--- src/rtl/jio_pkg.sv ---
// Shared IO-protocol encodings, status-byte layout and device addresses for the JIO bus responders.
package jio_pkg;

  typedef enum logic {IO_DATA = 1'b0, IO_ADDR = 1'b1} io_da_e;
  typedef enum logic {IO_IN = 1'b0, IO_OUT = 1'b1} io_dir_e;

  localparam int STAT_NEMPTY = 0;
  localparam int STAT_FULL   = 1;
  localparam int STAT_OVF    = 2;
  localparam int STAT_CNT_LO = 4;

  localparam logic [7:0] DEV_TTY = 8'h00;
  localparam logic [7:0] DEV_KBD = 8'h01;

  function automatic logic [7:0] status_byte(input logic [4:0] count, input logic ovf,
                                             input logic full, input logic empty);
    logic [7:0] s;
    s = 8'h00;
    s[STAT_CNT_LO +: 4] = count[3:0];
    s[STAT_OVF]         = ovf;
    s[STAT_FULL]        = full;
    s[STAT_NEMPTY]      = ~empty;
    return s;
  endfunction

endpackage

--- src/rtl/jio_fifo.sv ---
// Byte FIFO for the keyboard responder; head is a combinational view of the oldest entry.
// Push while full and pop while empty are ignored; simultaneous push/pop keeps count.
module jio_fifo #(
  parameter int DEPTH = 4,
  parameter int W     = 8
) (
  input  logic         CLK,
  input  logic         reset,
  input  logic         i_push,
  input  logic [W-1:0] i_push_dat,
  input  logic         i_pop,
  output logic [W-1:0] o_head,
  output logic [4:0]   o_count,
  output logic         o_empty,
  output logic         o_full
);

  localparam int AW = (DEPTH > 1) ? $clog2(DEPTH) : 1;

  logic [W-1:0]  r_mem [DEPTH];
  logic [AW-1:0] r_wptr;
  logic [AW-1:0] r_rptr;
  logic [4:0]    r_count;
  logic          w_do_push;
  logic          w_do_pop;

  assign o_empty   = (r_count == 5'd0);
  assign o_full    = (r_count == 5'(DEPTH));
  assign o_count   = r_count;
  assign o_head    = r_mem[r_rptr];
  assign w_do_push = i_push & ~o_full;
  assign w_do_pop  = i_pop & ~o_empty;

  // DEPTH is a power of two, so pointer overflow is the wrap.
  always_ff @(posedge CLK or posedge reset) begin
    if (reset) begin
      r_wptr  <= '0;
      r_rptr  <= '0;
      r_count <= 5'd0;
    end else begin
      if (w_do_push) r_wptr <= r_wptr + 1'b1;
      if (w_do_pop)  r_rptr <= r_rptr + 1'b1;
      case ({w_do_push, w_do_pop})
        2'b10:   r_count <= r_count + 5'd1;
        2'b01:   r_count <= r_count - 5'd1;
        default: r_count <= r_count;
      endcase
    end
  end

  always_ff @(posedge CLK) begin
    if (w_do_push) r_mem[r_wptr] <= i_push_dat;
  end

endmodule

--- src/rtl/jio_kbd.sv ---
// Keyboard IO responder: selectable by address, queues strobed key bytes, returns them on data reads.
// Optional status byte / sticky overflow flag built only with JIO_KBD_STATUS_EN defined.
module jio_kbd
  import jio_pkg::*;
#(
  parameter logic [7:0] DEV_ADDR = DEV_KBD,
  parameter int         DEPTH    = 4
) (
  input  logic       CLK,
  input  logic       reset,
  input  logic [7:0] bus_in,
  input  logic       io_s,
  input  logic       io_e,
  input  logic       io_da,
  input  logic       io_io,
  input  logic [7:0] key_data,
  input  logic       key_strobe,
  output logic [7:0] bus_out,
  output logic       key_ready
);

  logic       r_io_s_d;
  logic [7:0] r_dev_addr;
  logic       r_ks_s1;
  logic       r_ks_s2;
  logic       r_ks_s3;
  logic       r_data_pend;
  logic       w_sel;
  logic       w_push;
  logic       w_pop;
  logic       w_data_rd;
  logic [7:0] w_head;
  logic [4:0] w_count;
  logic       w_empty;
  logic       w_full;

  assign w_sel     = (r_dev_addr == DEV_ADDR);
  assign w_push    = r_ks_s2 & ~r_ks_s3;
  assign w_data_rd = io_e && w_sel && (io_da == IO_DATA) && (io_io == IO_IN);
  // A read is consumed on the first clock that sees io_e low after it was seen.
  assign w_pop     = r_data_pend & ~io_e;
  assign key_ready = (w_count != 5'd0);

  always_ff @(posedge CLK or posedge reset) begin
    if (reset) begin
      r_io_s_d    <= 1'b0;
      r_dev_addr  <= 8'h00;
      r_ks_s1     <= 1'b0;
      r_ks_s2     <= 1'b0;
      r_ks_s3     <= 1'b0;
      r_data_pend <= 1'b0;
    end else begin
      r_io_s_d <= io_s;
      if (io_s && !r_io_s_d && (io_da == IO_ADDR) && (io_io == IO_OUT))
        r_dev_addr <= bus_in;
      r_ks_s1 <= key_strobe;
      r_ks_s2 <= r_ks_s1;
      r_ks_s3 <= r_ks_s2;
      if (w_data_rd)   r_data_pend <= 1'b1;
      else if (!io_e)  r_data_pend <= 1'b0;
    end
  end

  jio_fifo #(.DEPTH(DEPTH), .W(8)) u_fifo (
    .CLK        (CLK),
    .reset      (reset),
    .i_push     (w_push & ~w_full),
    .i_push_dat (key_data),
    .i_pop      (w_pop),
    .o_head     (w_head),
    .o_count    (w_count),
    .o_empty    (w_empty),
    .o_full     (w_full)
  );

`ifdef JIO_KBD_STATUS_EN
  logic       r_stat_pend;
  logic       r_ovf;
  logic       w_stat_rd;
  logic [7:0] w_status;

  assign w_stat_rd = io_e && w_sel && (io_da == IO_ADDR) && (io_io == IO_IN);
  assign w_status  = status_byte(w_count, r_ovf, w_full, w_empty);

  // A new overflow on the clearing clock wins so no drop goes unreported.
  always_ff @(posedge CLK or posedge reset) begin
    if (reset) begin
      r_stat_pend <= 1'b0;
      r_ovf       <= 1'b0;
    end else begin
      if (w_stat_rd)  r_stat_pend <= 1'b1;
      else if (!io_e) r_stat_pend <= 1'b0;
      if (w_push && w_full)          r_ovf <= 1'b1;
      else if (r_stat_pend && !io_e) r_ovf <= 1'b0;
    end
  end

  always_comb begin
    bus_out = 8'h00;
    if (w_data_rd && !w_empty) bus_out = w_head;
    else if (w_stat_rd)        bus_out = w_status;
  end
`else
  always_comb begin
    bus_out = 8'h00;
    if (w_data_rd && !w_empty) bus_out = w_head;
  end
`endif

endmodule

--- config.mk ---
export PLATFORM = sky130hd
export DESIGN_NAME = jio_kbd
export DESIGN_NICKNAME = d
export VERILOG_FILES = /design/src/rtl/jio_pkg.sv /design/src/rtl/jio_fifo.sv /design/src/rtl/jio_kbd.sv
export SDC_FILE = /design/constraint.sdc
export NUM_CORES = 1
export LEC_CHECK = 0
export CORE_MARGIN = 10
export CORE_UTILIZATION = 45
export DETAILED_ROUTE_END_ITERATION = 7
export PLACE_DENSITY = 0.76
export REMOVE_ABC_BUFFERS = 1
export SKIP_CTS_REPAIR_TIMING = 1
export SYNTH_ARGS = -nofsm -noshare
export SYNTH_HDL_FRONTEND = slang
export SYNTH_SLANG_ARGS = --single-unit
--- constraint.sdc ---
create_clock -name CLK -period 7.5 [get_ports CLK]
set_input_delay 1.125 -clock CLK [delete_from_list [all_inputs] [get_ports CLK]]
set_output_delay 1.125 -clock CLK [all_outputs]
set_load 0.01 [all_outputs]
==> results of run 1 <==
[path summary, 6_finish.rpt]
| path | from | to | slack, ns |
|---|---|---|---|
| max | io_e | bus_out[1] | 3.27 |
| min | r_ks_s1 | r_ks_s2 | 0.37 |
| max reg2reg | u_fifo.o_count[0] | u_fifo.o_count[4] | 4.61 |
| max in group asynchronous | reset | u_fifo.r_rptr[1] | 5.73 |
| min in group asynchronous | reset | u_fifo.o_count[3] | 1.27 |
| min reg2reg | r_ks_s1 | r_ks_s2 | 0.37 |
[worst register-to-register path: stages (launching register included)]
cell and delay [ns]:
dfrtp_1 0.45, nor4_2 0.36, a21oi_1 0.24, inv_1 0.14
ha_1 0.39, xor2_1 0.20, ha_1 0.24, nor3_2 0.06
o41ai_2 0.41, a222oi_1 0.17, o211a_1 0.14
[power by group through the flow]
stage	sequential [mW]	clock, mW	combinational, mW
final	0.407	0.153	0.152
after global routing	0.414	0.172	0.170
after CTS	0.407	0.160	0.155
after detailed placement	0.413	0	0.154
after global placement	0.408	0	0.144
after floorplan	0.400	0	0.113
[flip-flops by register name, summed over array words and instances (netlist names)]
signal and flops:
r_data_pend 1, r_dev_addr 8, r_io_s_d 1, r_ks_s1 1, r_ks_s2 1, r_ks_s3 1
u_fifo.o_count 5, u_fifo.r_mem 32, u_fifo.r_rptr 2, u_fifo.r_wptr 2
[cells in the final DEF (no fill, tap or decap), types with 5 or more instances in the layout]
cell              n
edfxtp_1         32
clkdlybuf4s50_1  31
dfrtp_1          22
mux2_2            9
mux4_2            8
nor2b_1           8
ha_1              8
inv_1             7
nand2_1           5
nor2_1            5
clkbuf_8          5
[per-layer routing]
metal | routed length [um] | GRT usage
met4 | 39 | 0.0270
met3 | 233 | 0.0282
met1 | 1620 | 0.114
met2 | 2260 | 0.192
met5 | 0 | 0
[cell families after synthesis]
| logic type | count (synthesis) | share of synthesized area |
|---|---|---|
| compound gates | 11 | 0.0376 |
| mux | 18 | 0.123 |
| buf+inv | 12 | 0.0228 |
| xor+xnor | 8 | 0.0329 |
| flops | 54 | 0.640 |
| simple gates | 38 | 0.101 |
| fa+ha+maj | 8 | 0.0424 |
[layout make-up]
cell class,instances,area (um2)
flip-flops and latches,54,1510
fillers,438,2290
multi-input cells,83,796
inverters,7,26.3
clock inverters,2,13.8
repair buffers,31,310
clock buffers,6,72.6
well taps,70,87.6
==> impl_metrics.csv, run 1 <==
group,metric,value,unit
sta,period_minus_slack,4.23,ns
placement,place.gp.congestion,0.880,
power_and_ir_drop,p_comb_frac,0.213,
sta,maxSlewHeadroom,0.464,
synth,synth_top_area_frac,0.407,
critical_path,cp_cell_sequence,"clkdlybuf4s50_1 > nor4b_1 > nand3_1 > nand2b_1 > nor2b_1 > clkdlybuf4s50_1",
synth,synth_edf_count,32,
routing,viasPerCell,5.07,
routing,drc,0,
global_route,grt_overflow_total,0,
clock_network,numCtsBuffers,5,
finish,insertedDiodeCount,0,
power_and_ir_drop,p_seq_frac,0.571,
die,die_y,92.4,um
synth,synth.area.top_cells,"edfxtp_1 (41%), dfrtp_1 (23%), mux4_2 (7.6%)",
critical_path,required,6.38,ns
global_route,grt_max_degree,23,
synth,synth.yosys.warnings,0,
power_and_ir_drop,p_sw,0.200,mW
clock_network,clk_pin_slew,0.08,ns
die,start_util,0.462,
power_and_ir_drop,switching_share,0.281,
critical_path,start_kind,"input port",
critical_path,cp_top_family,"buffers and inverters",
finish,design_area,2820,um2
finish,area_growth,19.3,%
die,rows,26,
sta,hold_viol_final,0,
sta,fin_ws,3.27,ns
clock_network,htreeDepth,2,
die,die_area,8540,um2
sta,finClkSkew,0.00652,ns
clock_network,clk_latency,0.30,ns
placement,placed_area,2730,um2
critical_path,worstSetupPathType,"in2out",
routing,wl_per_cell,16.4,um
critical_path,critPathBufInv,2,
synth,async_reset_ff_frac,0.407,
routing,wl,4150,um
sta,worst_pin_slew,0.804,ns
sta,fin_crit_sh,0.564,
critical_path,slowest_delay,0.56,ns
sta,setup_tns,0,ns
sta,setup_viol,0,
clock_network,cts_root_buffer,"clkbuf_8",
power_and_ir_drop,irDropWorstVdd,0.000150,V
run,cap_violations,0,
global_route,grt_antenna_before_repair,0,
sta,rsz0062_at_grt,"false",
critical_path,cp_common_cell,"clkdlybuf4s50_1",
critical_path,slowest_stage,"clkdlybuf4s50_1",
sta,max_freq,236,MHz
die,die_x,92.4,um
sta,maxSlewViolCount,0,
global_route,grt_pass1_wl,7090,um
run_status,status,"finished, final reports clean",
synth,syn_avg_cell_area,15.8,um2
synth,synthCells,149,
synth,seq_area_frac_synth,0.640,
min_path,min_path_type,"reg2reg",
power_and_ir_drop,leakage,1.05,nW
routing,postRouteAntennaNets,0,
sta,whs,0.373,ns
placement,place_ws,3.25,ns
critical_path,crit_path_max_fanout,8,
global_route,grt_usage,0.104,
synth,yosysTopAreaCell,"edfxtp_1",
finish,drive_gt1_frac,0.153,
synth,yosysMostFrequentCell,"edfxtp_1",
clock_network,cts_tree,"done",
critical_path,reg2reg_depth,10,
synth,ys_types,37,
synth,synth_area,2360,um2
die,ios,32,
power_and_ir_drop,power.total,0.712,mW
placement,dp.cells,245,
synth,ys_seq_elements,54,
routing,via_count,1283,
finish,fin_cells,253,
critical_path,end_kind,"output port",
placement,hpwl,3170,um
power_and_ir_drop,powerDensity,253,nW/um2
min_path,whs_path_depth,0,
placement,portBuffers,31,
synth,ys.flop_type,"edfxtp_1",
routing,firstDrtPassIters,5,
critical_path,cp.arrival,3.11,ns
global_route,grt_pass1_vias,1473,
clock_network,cts_max_path_buffers,2,
clock_network,cts_sinks,54,
power_and_ir_drop,clkPwrFrac,0.215,
finish,utilization,0.552,
routing,first_iter_violations,66,
power_and_ir_drop,p_int,0.511,mW
finish,final_nets,213,
critical_path,cp.depth,6,
synth,ys_top_cells_by_count,"edfxtp_1 (32), dfrtp_1 (22), mux2_2 (9)",
die,core,5110,um2
No activity file was read; power rests on OpenSTA's default activity.
==> run 2: changes to the inputs <==
==> constraint.sdc (replaced) <==
create_clock -name CLK -period 4.4 [get_ports CLK]
set_input_delay 0.66 -clock CLK [delete_from_list [all_inputs] [get_ports CLK]]
set_output_delay 0.66 -clock CLK [all_outputs]
set_load 0.01 [all_outputs]
==> run 2 against run 1 <==
Net effect: clock power up 72%; worst hold slack worse by 0.0048 ns; die area unchanged; global-route usage rose by 0.17 points; critical path depth stayed put; combinational power is 69% higher; critical path type unchanged; largest cell class unchanged; largest power group unchanged.
==> impl_metrics.csv, run 2 (same netlist as run 1, synthesis figures left out) <==
group,metric,value,unit
run_status,status,"finished, final reports clean",
finish,area_growth,19.3,%
critical_path,reg2reg_depth,10,
routing,top_layer,"met4",
sta,finClkSkew,0.00904,ns
power_and_ir_drop,leakage,1.05,nW
critical_path,required,3.74,ns
routing,wl_per_cell,16.9,um
finish,largest_register_ffs,32,
sta,worst_pin_slew,0.812,ns
critical_path,reg2reg_slack,1.56,ns
clock_network,htreeDepth,2,
die,core,5110,um2
global_route,grt_antenna_before_repair,0,
global_route,grt_pass1_wl,7130,um
global_route,grt_usage,0.105,
clock_network,numCtsBuffers,5,
die,rows,26,
sta,max_freq,301,MHz
sta,setup_tns,0,ns
routing,wl,4270,um
finish,seq_area,1510,um2
die,die_area,8540,um2
min_path,whs_path_depth,0,
finish,layout_commonest_cell,"edfxtp_1",
critical_path,r2r-end,"u_fifo.o_count[4]",
routing,drc,0,
min_path,min_from,"r_ks_s1",
placement,place.gp.congestion,0.877,
sta,maxSlewHeadroom,0.458,
routing,wl_met2,2250,um
clock_network,clk_pin_slew,0.08,ns
routing,via_count,1297,
clock_network,cts_tree,"done",
placement,portBuffers,31,
die,die_y,92.4,um
sta,hold_viol_final,0,
die,start_util,0.462,
min_path,min_to,"r_ks_s2",
clock_network,cts_max_path_buffers,2,
placement,placed_area,2730,um2
power_and_ir_drop,powerDensity,431,nW/um2
sta,rsz0062_at_grt,"false",
routing,firstDrtPassIters,4,
critical_path,r2r-start,"u_fifo.o_count[0]",
finish,final_nets,213,
clock_network,cts_root_buffer,"clkbuf_8",
critical_path,critPathLaunch,"io_e",
sta,period_minus_slack,3.32,ns
placement,hpwl,3200,um
global_route,grt_pass1_vias,1480,
routing,wl_met1,1710,um
power_and_ir_drop,irDropWorstVdd,0.000273,V
finish,drive_gt1_frac,0.148,
finish,final_cell_mix,"edfxtp_1 (32), clkdlybuf4s50_1 (31), dfrtp_1 (22), mux2_2 (9)",
finish,fillers,432,
global_route,grt_max_degree,23,
routing,met3WireLength,248,um
routing,first_iter_violations,44,
die,die_x,92.4,um
critical_path,cp.arrival,2.66,ns
sta,setup_viol,0,
sta,maxSlewViolCount,0,
clock_network,cts_sinks,54,
finish,registers.top_by_ff_count,"u_fifo.r_mem",
critical_path,crit_path_max_fanout,8,
clock_network,clk_latency,0.31,ns
finish,design_area,2820,um2
critical_path,worstSetupPathType,"in2out",
global_route,grt_overflow_total,0,
finish,multi_input_area,796,um2
run,cap_violations,0,
critical_path,start_kind,"input port",
critical_path,end_kind,"output port",
min_path,min_path_type,"reg2reg",
finish,insertedDiodeCount,0,
routing,postRouteAntennaNets,0,
sta,fin_crit_sh,0.755,
routing,viasPerCell,5.13,
die,ios,32,
-- run 2: metrics by stage --
stage	power, mW	util	setup slack, ns	hold slack (ns)	std cells
after global routing	1.28	0.551	0.913	0.384	253
after global placement	0.941	0.535	1.14	0.334	245
final	1.21	0.551	1.08	0.368	253
after CTS	1.23	0.551	1.02	0.368	253
after detailed placement	0.967	0.535	1.02	0.349	245
after floorplan	0.876	-	1.84	0.331	144
-- run 2: worst max path at each step --
stage | endpoint | cells after the start | slack (ns)
2_1_floorplan | u_fifo.o_count[4] | 10 | 1.84
3_3_place_gp | bus_out[6] | 6 | 1.14
3_5_place_dp | bus_out[5] | 6 | 1.02
4_1_cts | bus_out[5] | 6 | 1.02
5_1_grt | bus_out[1] | 6 | 0.91
6_report | bus_out[5] | 6 | 1.08
-- run 2: where the power goes --
group | switching (mW) | total, mW | internal, mW
clock network | 0.153 | 0.263 | 0.109
registers | 0.0736 | 0.694 | 0.620
logic | 0.118 | 0.257 | 0.139
total | 0.345 | 1.21 | 0.869
-- run 2: cell type report --
| cell class | instances | area share |
|---|---|---|
| multi-input combinational | 83 | 0.283 |
| sequential | 54 | 0.537 |
| clock inverter | 3 | 0.00578 |
| tap | 70 | 0.0311 |
| inverter | 7 | 0.00933 |
| timing repair buffer | 31 | 0.110 |
| clock buffer | 5 | 0.0244 |
-- run 2: critical path, cell delays in order --
cell and delay (ns):
clkdlybuf4s50_1 0.50, nor4b_1 0.25, nand3_1 0.13, nand2b_1 0.35, nor2b_1 0.21, clkdlybuf4s50_1 0.56
-- run 2: routing by layer --
layer,GRT usage,up-vias
met5,0,-
li1,-,616
met3,0.0355,5
met4,0.0386,0
met1,0.111,647
met2,0.190,29
